$ cat src/rtl/plab2_proc_pic_pkg.sv
// Shared definitions for the multi-source programmable interrupt controller.
//   state_e        : controller FSM encoding (2 bits)
//   PIC_MODE_FIXED : tie-break towards the lowest requesting index
//   PIC_MODE_RR    : tie-break starting at the round-robin pointer
package plab2_proc_pic_pkg;

  typedef enum logic [1:0] {
    STATE_IDLE = 2'd0,
    STATE_ACK  = 2'd1,
    STATE_RESP = 2'd2,
    STATE_HOLD = 2'd3
  } state_e;

  localparam logic PIC_MODE_FIXED = 1'b0;
  localparam logic PIC_MODE_RR    = 1'b1;

endpackage

$ cat src/rtl/plab2_proc_pic_arbiter.sv
// Combinational winner selection for the interrupt controller.
//   req_i     : request vector, bit i from source i
//   prio_i    : flattened priorities, field i = [i*p_prio_bits +: p_prio_bits]
//   rr_ptr_i  : first index considered on a tie in round-robin mode
//   mode_i    : PIC_MODE_FIXED or PIC_MODE_RR
//   winner_o  : index of the selected source (0 when nothing requests)
//   any_req_o : at least one request bit is set
module plab2_proc_pic_arbiter
  import plab2_proc_pic_pkg::*;
#(
  parameter int p_num_src   = 4,
  parameter int p_prio_bits = 2,
  localparam int IW         = $clog2(p_num_src)
) (
  input  logic [p_num_src-1:0]             req_i,
  input  logic [p_num_src*p_prio_bits-1:0] prio_i,
  input  logic [IW-1:0]                    rr_ptr_i,
  input  logic                             mode_i,
  output logic [IW-1:0]                    winner_o,
  output logic                             any_req_o
);

  logic [p_prio_bits-1:0] max_prio_s;
  logic                   found_s;
  int                     base_s;
  int                     idx_s;

  // Two passes: find the highest requesting priority, then scan for the
  // first requester holding it, starting at 0 (fixed) or rr_ptr (round-robin).
  always_comb begin
    max_prio_s = '0;
    any_req_o  = 1'b0;
    winner_o   = '0;
    found_s    = 1'b0;
    idx_s      = 0;
    if (mode_i == PIC_MODE_RR) begin
      base_s = int'(rr_ptr_i);
    end else begin
      base_s = 0;
    end
    for (int i = 0; i < p_num_src; i++) begin
      if (req_i[i] && (!any_req_o || (prio_i[i*p_prio_bits +: p_prio_bits] > max_prio_s))) begin
        max_prio_s = prio_i[i*p_prio_bits +: p_prio_bits];
        any_req_o  = 1'b1;
      end else begin
        max_prio_s = max_prio_s;
      end
    end
    for (int k = 0; k < p_num_src; k++) begin
      // Wrap without a modulo so non-power-of-two source counts work.
      idx_s = base_s + k;
      if (idx_s >= p_num_src) begin
        idx_s = idx_s - p_num_src;
      end else begin
        idx_s = idx_s;
      end
      if (!found_s && req_i[idx_s] && (prio_i[idx_s*p_prio_bits +: p_prio_bits] == max_prio_s)) begin
        found_s  = 1'b1;
        winner_o = IW'(idx_s);
      end else begin
        found_s  = found_s;
      end
    end
  end

endmodule

$ cat src/rtl/plab2_proc_pic_multi.sv
// Multi-source programmable interrupt controller (IDLE -> ACK -> RESP -> HOLD).
//   clk_i          : clock
//   reset_i        : synchronous active-high reset
//   intr_rq_i      : level requests, held until acknowledged
//   prio_wr_en_i   : per-source priority write enables
//   prio_wr_data_i : flattened priority write data
//   mode_i         : tie-break mode, sampled only in IDLE
//   intr_rdy_i     : per-target delivery accept
//   intr_ack_o     : one-hot acknowledge (ACK state)
//   intr_val_o     : one-hot delivery (RESP state)
//   intr_id_o      : index of current grant, 0 when none
//   busy_o         : controller not in IDLE
module plab2_proc_pic_multi
  import plab2_proc_pic_pkg::*;
#(
  parameter int p_num_src   = 4,
  parameter int p_prio_bits = 2,
  parameter int p_holdoff   = 15,
  localparam int IW         = $clog2(p_num_src)
) (
  input  logic                             clk_i,
  input  logic                             reset_i,
  input  logic [p_num_src-1:0]             intr_rq_i,
  input  logic [p_num_src-1:0]             prio_wr_en_i,
  input  logic [p_num_src*p_prio_bits-1:0] prio_wr_data_i,
  input  logic                             mode_i,
  input  logic [p_num_src-1:0]             intr_rdy_i,
  output logic [p_num_src-1:0]             intr_ack_o,
  output logic [p_num_src-1:0]             intr_val_o,
  output logic [IW-1:0]                    intr_id_o,
  output logic                             busy_o
);

  // Counter needs at least one bit even when HOLD is skipped.
  localparam int CW = (p_holdoff > 0) ? $clog2(p_holdoff + 1) : 1;
  localparam logic [CW-1:0] HOLD_LOAD = (p_holdoff > 0) ? CW'(p_holdoff - 1) : '0;
  localparam logic [p_num_src-1:0] ONE_N = {{(p_num_src-1){1'b0}}, 1'b1};

  state_e                           state_q, state_d;
  logic [IW-1:0]                    grant_q, grant_d;
  logic [IW-1:0]                    rr_ptr_q, rr_ptr_d;
  logic [CW-1:0]                    cnt_q, cnt_d;
  logic [p_num_src*p_prio_bits-1:0] prio_q, prio_d;
  logic [p_num_src-1:0]             ack_q, ack_d;
  logic [p_num_src-1:0]             val_q, val_d;
  logic [IW-1:0]                    id_q, id_d;
  logic                             busy_q, busy_d;
  logic [IW-1:0]                    winner_s;
  logic                             any_req_s;

  // The arbiter sees the registered priorities, so a write in the sampling
  // cycle only affects the following selection.
  plab2_proc_pic_arbiter #(
    .p_num_src   (p_num_src),
    .p_prio_bits (p_prio_bits)
  ) u_arbiter (
    .req_i     (intr_rq_i),
    .prio_i    (prio_q),
    .rr_ptr_i  (rr_ptr_q),
    .mode_i    (mode_i),
    .winner_o  (winner_s),
    .any_req_o (any_req_s)
  );

  // Per-source priority register update.
  always_comb begin
    prio_d = prio_q;
    for (int i = 0; i < p_num_src; i++) begin
      if (prio_wr_en_i[i]) begin
        prio_d[i*p_prio_bits +: p_prio_bits] = prio_wr_data_i[i*p_prio_bits +: p_prio_bits];
      end else begin
        prio_d[i*p_prio_bits +: p_prio_bits] = prio_q[i*p_prio_bits +: p_prio_bits];
      end
    end
  end

  // FSM next state, grant latch, round-robin pointer and holdoff counter.
  always_comb begin
    state_d  = state_q;
    grant_d  = grant_q;
    rr_ptr_d = rr_ptr_q;
    cnt_d    = cnt_q;
    case (state_q)
      STATE_IDLE: begin
        if (any_req_s) begin
          grant_d = winner_s;
          state_d = STATE_ACK;
        end else begin
          state_d = STATE_IDLE;
        end
      end
      STATE_ACK: begin
        state_d = STATE_RESP;
      end
      STATE_RESP: begin
        if (intr_rdy_i[grant_q]) begin
          if (grant_q == IW'(p_num_src - 1)) begin
            rr_ptr_d = '0;
          end else begin
            rr_ptr_d = grant_q + IW'(1);
          end
          if (p_holdoff == 0) begin
            state_d = STATE_IDLE;
          end else begin
            state_d = STATE_HOLD;
            cnt_d   = HOLD_LOAD;
          end
        end else begin
          state_d = STATE_RESP;
        end
      end
      STATE_HOLD: begin
        if (cnt_q == '0) begin
          state_d = STATE_IDLE;
        end else begin
          cnt_d = cnt_q - CW'(1);
        end
      end
      default: begin
        state_d = STATE_IDLE;
      end
    endcase
  end

  // Outputs are decoded from the next state so they register alongside it.
  always_comb begin
    ack_d  = '0;
    val_d  = '0;
    id_d   = '0;
    busy_d = (state_d != STATE_IDLE);
    case (state_d)
      STATE_ACK: begin
        ack_d = ONE_N << grant_d;
        id_d  = grant_d;
      end
      STATE_RESP: begin
        val_d = ONE_N << grant_d;
        id_d  = grant_d;
      end
      default: begin
        id_d = '0;
      end
    endcase
  end

  // State and output registers with synchronous reset.
  always_ff @(posedge clk_i) begin
    if (reset_i) begin
      state_q  <= STATE_IDLE;
      grant_q  <= '0;
      rr_ptr_q <= '0;
      cnt_q    <= '0;
      prio_q   <= '0;
      ack_q    <= '0;
      val_q    <= '0;
      id_q     <= '0;
      busy_q   <= 1'b0;
    end else begin
      state_q  <= state_d;
      grant_q  <= grant_d;
      rr_ptr_q <= rr_ptr_d;
      cnt_q    <= cnt_d;
      prio_q   <= prio_d;
      ack_q    <= ack_d;
      val_q    <= val_d;
      id_q     <= id_d;
      busy_q   <= busy_d;
    end
  end

  assign intr_ack_o = ack_q;
  assign intr_val_o = val_q;
  assign intr_id_o  = id_q;
  assign busy_o     = busy_q;

endmodule
$ cat config.mk
export PLATFORM = sky130hd
export DESIGN_NAME = plab2_proc_pic_multi
export DESIGN_NICKNAME = d
export VERILOG_FILES = /design/src/rtl/plab2_proc_pic_pkg.sv /design/src/rtl/plab2_proc_pic_arbiter.sv /design/src/rtl/plab2_proc_pic_multi.sv
export SDC_FILE = /design/constraint.sdc
export NUM_CORES = 1
export LEC_CHECK = 0
export ABC_AREA = 1
export CORE_MARGIN = 1
export CORE_UTILIZATION = 50
export DETAILED_ROUTE_END_ITERATION = 8
export PLACE_DENSITY_LB_ADDON = 0.12
export SYNTH_ARGS = -nofsm -noshare
export SYNTH_HDL_FRONTEND = slang
export SYNTH_SLANG_ARGS = --single-unit
$ cat constraint.sdc
create_clock -name clk_i -period 4.5 [get_ports clk_i]
set_clock_uncertainty 0.2 [all_clocks]
set_input_delay 0.675 -clock clk_i [delete_from_list [all_inputs] [get_ports clk_i]]
set_output_delay 0.675 -clock clk_i [all_outputs]
set_load 0.005 [all_outputs]
-- Yosys cells after proc, flatten, opt, wreduce, memory -nomap -nowiden
Index checks and enable logic that the tools add are counted.
Widths: inputs -> output; s select.
- bits in registers: 29
- output and inout bits: 11
- logic and storage cells: 126
- add/sub/neg operators: 9
- $lt $le $gt $ge: 12
- equal/unequal tests: 12
- shifts and indexed selects: 5
- multiplexer cells: 44
- bitwise operators: 3
- reduce and logical (&&, ||, !) cells: 29
- operators with widths (cell ; number):
    $ge 32x4->1 const B ; 4
    $lt 32x4->1 const B ; 4
    $mux 32 ; 4
    $shiftx 8x32->2 ; 4
    $sub 32x4->32 const B ; 4
    $add 32x3->32 const B ; 2
    $add 32x2->32 const B ; 1
    $mux 2 ; 13
    $mux 1 ; 18
    $bmux 1 s2 ; 5
    $logic_and 1x1->1 ; 10
    $eq 2x2->1 ; 4
    $eq 2x2->1 const B ; 4
    $mux 4 ; 2
    $pmux 2 s4 ; 1
    $pmux 4 s2 ; 1
    $reduce_or 2->1 ; 4
    $gt 2x2->1 ; 3
    $logic_not 1->1 ; 6
    $eq 2x1->1 const B ; 2
    $logic_not 4->1 ; 1
    $ne 2x2->1 const B ; 2
    $reduce_bool 2->1 ; 2
    $shl 1x2->4 const A ; 1
    8 further kinds ; 12

-- Longest topological paths before layout
- depth after elaboration: 31
- depth in mapped cells: 40

-- Cells and area by module
Synthesis repeated with hierarchy kept, for this count alone.
- cells, all modules: 348
- area total of the unflattened synthesis: 2243.4 µm²
- modules (own cells, without submodules) (module ; instances ; cells an instance ; area an instance (µm²) ; sequential area each (µm²)):
    plab2_proc_pic_multi ; 1 ; 158 ; 1207.4 ; 580.6
    plab2_proc_pic_arbiter ; 1 ; 190 ; 1036.0 ; 0.0

-- Worst setup path before layout
No wires, ideal clock.
- path type: input to register
- start point: input intr_rq_i[0]
- end point: register val_q[0] (netlist: intr_val_o[0])
- data arrival time: 3.886 ns
- required time: 4.183 ns
- slack: 0.297 ns
- cell stages on the path: 38
- path buffers: 0
- path through: nand2_1 > ha_1 > nand2_1 > nand2_1 > nand2_1 > nand2_2 > nand2_1 > nand2_1 > nand2_1 > ha_1 > inv_1 > nor2_1 > o21ai_1 > nand2_2 > nand2_4 > inv_4 > nand2_1 > nand2_1 > (+2 left out) > nor2_1 > o21ai_0 > o21ai_1 > nand2_2 > inv_2 > nand2_2 > nand2_2 > nand2_1 > nand2_1 > inv_1 > nand2_2 > nand3_2 > a21oi_2 > nand2_2 > nand2_4 > inv_2 > nand2_2 > nor2_1
- cells in the longest elaborated chain, start to end: 31
- elaborated cells between the ends (all ways): 61
- those cells by class: 3 x order compare; 5 x eq/ne; 1 x shift; 31 x mux; 1 x bitwise; 20 x reduce/logical
- RTL lines (item ; RTL line ; text):
    from (decl) ; plab2_proc_pic_multi.sv:23 ; input logic [p_num_src-1:0] intr_rq_i,
    $mux 2 or $mux 1 (tied branches) ; plab2_proc_pic_arbiter.sv:42 ; if (req_i[i] && (!any_req_o || (prio_i[i*p_prio_bits +: p_prio_bits] > max_prio_s))) begin
    $gt 2x2->1 or $logic_not 1->1 (tied branches) ; plab2_proc_pic_arbiter.sv:42 ;
    $logic_or 1x1->1 ; plab2_proc_pic_arbiter.sv:42 ;
    $logic_and 1x1->1 ; plab2_proc_pic_arbiter.sv:42 ;
    $mux 2 or $mux 1 (tied branches) ; plab2_proc_pic_arbiter.sv:42 ;
    $gt 2x2->1 or $logic_not 1->1 (tied branches) ; plab2_proc_pic_arbiter.sv:42 ;
    $logic_or 1x1->1 ; plab2_proc_pic_arbiter.sv:42 ;
    $logic_and 1x1->1 ; plab2_proc_pic_arbiter.sv:42 ;
    (+13 left out) ; - ;
    $logic_and 1x1->1 (2 in series) ; plab2_proc_pic_arbiter.sv:57 ; if (!found_s && req_i[idx_s] && (prio_i[idx_s*p_prio_bits +: p_prio_bits] == max_prio_s)) begin
    $mux 1 ; plab2_proc_pic_arbiter.sv:57 ;
    $logic_not 1->1 ; plab2_proc_pic_arbiter.sv:57 ;
    $logic_and 1x1->1 (2 in series) ; plab2_proc_pic_arbiter.sv:57 ;
    $mux 2 ; plab2_proc_pic_arbiter.sv:57 ;
    $mux 2 ; plab2_proc_pic_multi.sv:85 ; if (any_req_s) begin
    $mux 2 ; plab2_proc_pic_multi.sv:83 ; case (state_q)
    $shl 1x2->4 ; plab2_proc_pic_multi.sv:137 ; val_d = ONE_N << grant_d;
    to (signal assigned) ; plab2_proc_pic_multi.sv:165 ; val_q <= val_d;
    to (decl) ; plab2_proc_pic_multi.sv:45 ; logic [p_num_src-1:0] val_q, val_d;
Parallel ways exist; a longest one is shown, timed or not. The select of a mux whose other input is x is not followed.
A chain may end at the register's enable or synchronous reset.

-- Worst setup path in the final report
Same ends and word-level chain as after synthesis.

==> flow_summary_export.csv <==
group,metric,value,unit
routing,drc,0,
setup_path,path_max_fanout,5,
placed_design,hpwlAfterDp,4.04,mm
global_routing,grt_pass1_wl,8.97,mm
setup_path,crit_family,"simple AND/OR/NAND/NOR gates",
timing,fin_crit_sh,101,%
synth,ys.flop_type,"dfxtp_1",
power,vdd_drop_max,0.243,mV
setup_path,crit_buf_inv,7,
global_routing,antenna_found_initial,0,
placed_design,postPlaceCellArea,2670,um2
routing,detail_route.vias_per_cell,5.61,
placed_design,io_buffers,33,
clocking,cts_buffer_depth,2,
die,placementRows,23,
timing,fmax,220,MHz
setup_path,worstPathArrival,4.51,ns
synth,synth_nets,378,
clocking,cts_tree,"done",
synth,async_flop_share,0,%
routing,detail_route.first_pass.iterations,4,
clocking,numCtsBuffers,5,
synth,synth.cell_area,2200,um2
timing,slew_violations,0,
global_routing,grt_overflow,0,
layout,fin_area,3230,um2
synth,synth_edf_count,0,
setup_path,crit_slowest_cell,"ha_4",
global_routing,grt_usage,25.8,%
synth,syn_inst,339,
clocking,insertion_delay,0.27,ns
layout,num-nets-final,448,
synth,synthDistinctLibCells,32,
run_status,status,"finished with violations",
placed_design,pre_cts_slack,-0.595,ns
timing,setup_viol,6,
flow_run,maxCapViolCount,0,
setup_path,worstSetupEndpointType,"flip-flop",
setup_path,critPathKind,"primary input to flip-flop",
synth,ys_seq_area_share,26.4,%
synth,synthTopCellsByCount,"nand2_1 (69), inv_1 (56), nor2_1 (34)",
setup_path,crit_top_cell,"nand2_4",
routing,vias,2576,
die,start_util,53.5,%
placed_design,gp_congestion,0.905,
routing,drt_iter0_drc,170,
layout,stdcell_count,459,
die,fp.dieW,68.3,um
routing,drt-total-wl,7.03,mm
synth,ys_warn_count,0,
die,core-area,4120,um2
synth,synth_largest_area_cell,"dfxtp_1",
setup_path,crit_required,4.47,ns
run_status,violations,"negative setup slack",
power,p_leak,1.61,nW
routing,ant_nets,0,
power,power,1.12,mW
synth,synth_top_area_share,26.4,%
global_routing,grt_pass1_vias,2098,
routing,wl_per_cell,15.3,um
min_path,min-delay-path-class,"flip-flop to flip-flop",
setup_path,cp-start-kind,"primary input",
timing,min_period,4.54,ns
die,dieArea,4670,um2
placed_design,placed_cells,432,
timing,hold_viol_final,0,
timing,rsz0062_at_grt,"yes",
timing,maxSlewHeadroom,64.2,%
synth,ys_top_cells_by_area,"dfxtp_1 (26%), nand2_1 (12%), inv_1 (9.6%)",
power,power_density,347,nW/um2
die,pin_count,34,
synth,syn_area_per_cell,6.49,um2
synth,yosysMostFrequentCell,"nand2_1",
clocking,cts_hold_buf,0,
synth,synth_seq_cells,29,
clocking,htree_levels,2,
global_routing,grt_max_degree,27,
clocking,root_buffer,"clkbuf_8",
layout,drive_gt1_share,30.3,%
die,fp.dieH,68.3,um
setup_path,max_stage_delay,0.27,ns
clocking,clk_pin_slew_worst_paths,0.06,ns
layout,diodes,0,
layout,area_growth,47.0,%
timing,worst_pin_slew,0.532,ns
timing,finalWorstSetupSlack,-0.0395,ns
layout,fin_util,78.6,%
clocking,cts_sinks,29,
==> report_power, final <==
group          switching, mW  total (mW)  internal (mW)
Clock                 0.0914       0.212          0.121
Combinational          0.351       0.595          0.244
Sequential            0.0237       0.315          0.291
Total                  0.467        1.12          0.656
==> sequential cells by signal, summed over array words and instances (netlist names) <==
signal and cells:
busy_o 1, cnt_q 4, grant_q 2, intr_ack_o 4, intr_id_o 2, intr_val_o 4, prio_q 8, rr_ptr_q 2
state_q 2
==> worst min-delay path, stage by stage (launching register included) <==
cell and delay (ns):
dfxtp_1 0.31, nand2_1 0.06, a21oi_1 0.06
==> cell families (layout without fill, tap and decap cells) <==
group                      after synthesis  count (layout)  synth area share, %
and+or+nand+nor                        167             167                 36.9
buffers and inverters                   66             136                 12.1
AOI/OAI and AO/OA                       60              60                 15.1
DFF                                     29              29                 26.4
adders and majority gates               16              16                 9.10
xor gates and xnor gates                 1               1                0.398
==> layout make-up <==
cell class / instances / area, um2
Multi-Input combinational cell: 244 / 1660
Fill cell: 280 / 881
Timing Repair Buffer: 68 / 608
Sequential cell: 29 / 582
Inverter: 61 / 239
Clock buffer: 7 / 86.3
Tap cell: 50 / 62.6
==> per-stage QoR <==
stage / TNS, ns / hold WS [ns]
3_3_place_gp: -4.68 / 0.262
3_5_place_dp: -6.58 / 0.265
5_1_grt: -2.98 / 0.286
4_1_cts: 0 / 0.272
6_report: -0.105 / 0.273
2_1_floorplan: 0 / 0.244
==> final timing paths <==
check                                               from                       end  slack (ns)  depth (start not counted)
worst max-delay path                        intr_rq_i[0]  intr_val_o[0]$_SDFF_PP0_       -0.04                         38
worst min-delay path            rr_ptr_q[1]$_SDFFE_PP0P_  rr_ptr_q[1]$_SDFFE_PP0P_        0.27                          2
worst max register to register    prio_q[1]$_SDFFE_PP0P_  intr_val_o[0]$_SDFF_PP0_        0.01                         37
worst min register to register  rr_ptr_q[1]$_SDFFE_PP0P_  rr_ptr_q[1]$_SDFFE_PP0P_        0.27                          2
==> placed cells by master (no fill, tap or decap), types with 2 or more instances in the layout <==
cell	Yosys	layout
clkdlybuf4s50_1	0	31
nand3b_1	3	3
nor3_2	4	4
buf_6	2	2
o21ai_2	1	2
clkbuf_8	0	6
ha_1	16	10
inv_4	1	4
o21ai_1	12	13
buf_4	0	33
nand3_1	22	13
dfxtp_1	29	28
inv_2	3	5
nor2_2	5	5
a21oi_2	2	2
nor3_1	4	4
nor2_1	34	31
ha_4	0	6
inv_1	56	51
nand3_2	5	7
nand2_2	15	18
o21ai_0	28	26
nand3_4	0	7
nand2_4	4	17
nand2_1	69	53
a21oi_1	12	12
nor2_4	0	3
==> metal layers <==
metal | wire, um | vias up | global-route usage (%) | part of all wire [%]
met5 | 0 | - | 0 | 0
met4 | 358 | 0 | 9.38 | 5.1
met1 | 2820 | 1205 | 32.6 | 40
li1 | - | 1219 | - | -
met3 | 438 | 40 | 6.00 | 6.2
met2 | 3420 | 112 | 42.3 | 49
==> what timing repair did <==
item | 4_1_cts | 5_1_grt
endpoints found under the setup margin | 12 | 12
resized for setup | 4 | 75
buffers inserted | 15 | 6
pin swaps | 5 | 35
No activity file was read; power rests on OpenSTA's default activity.
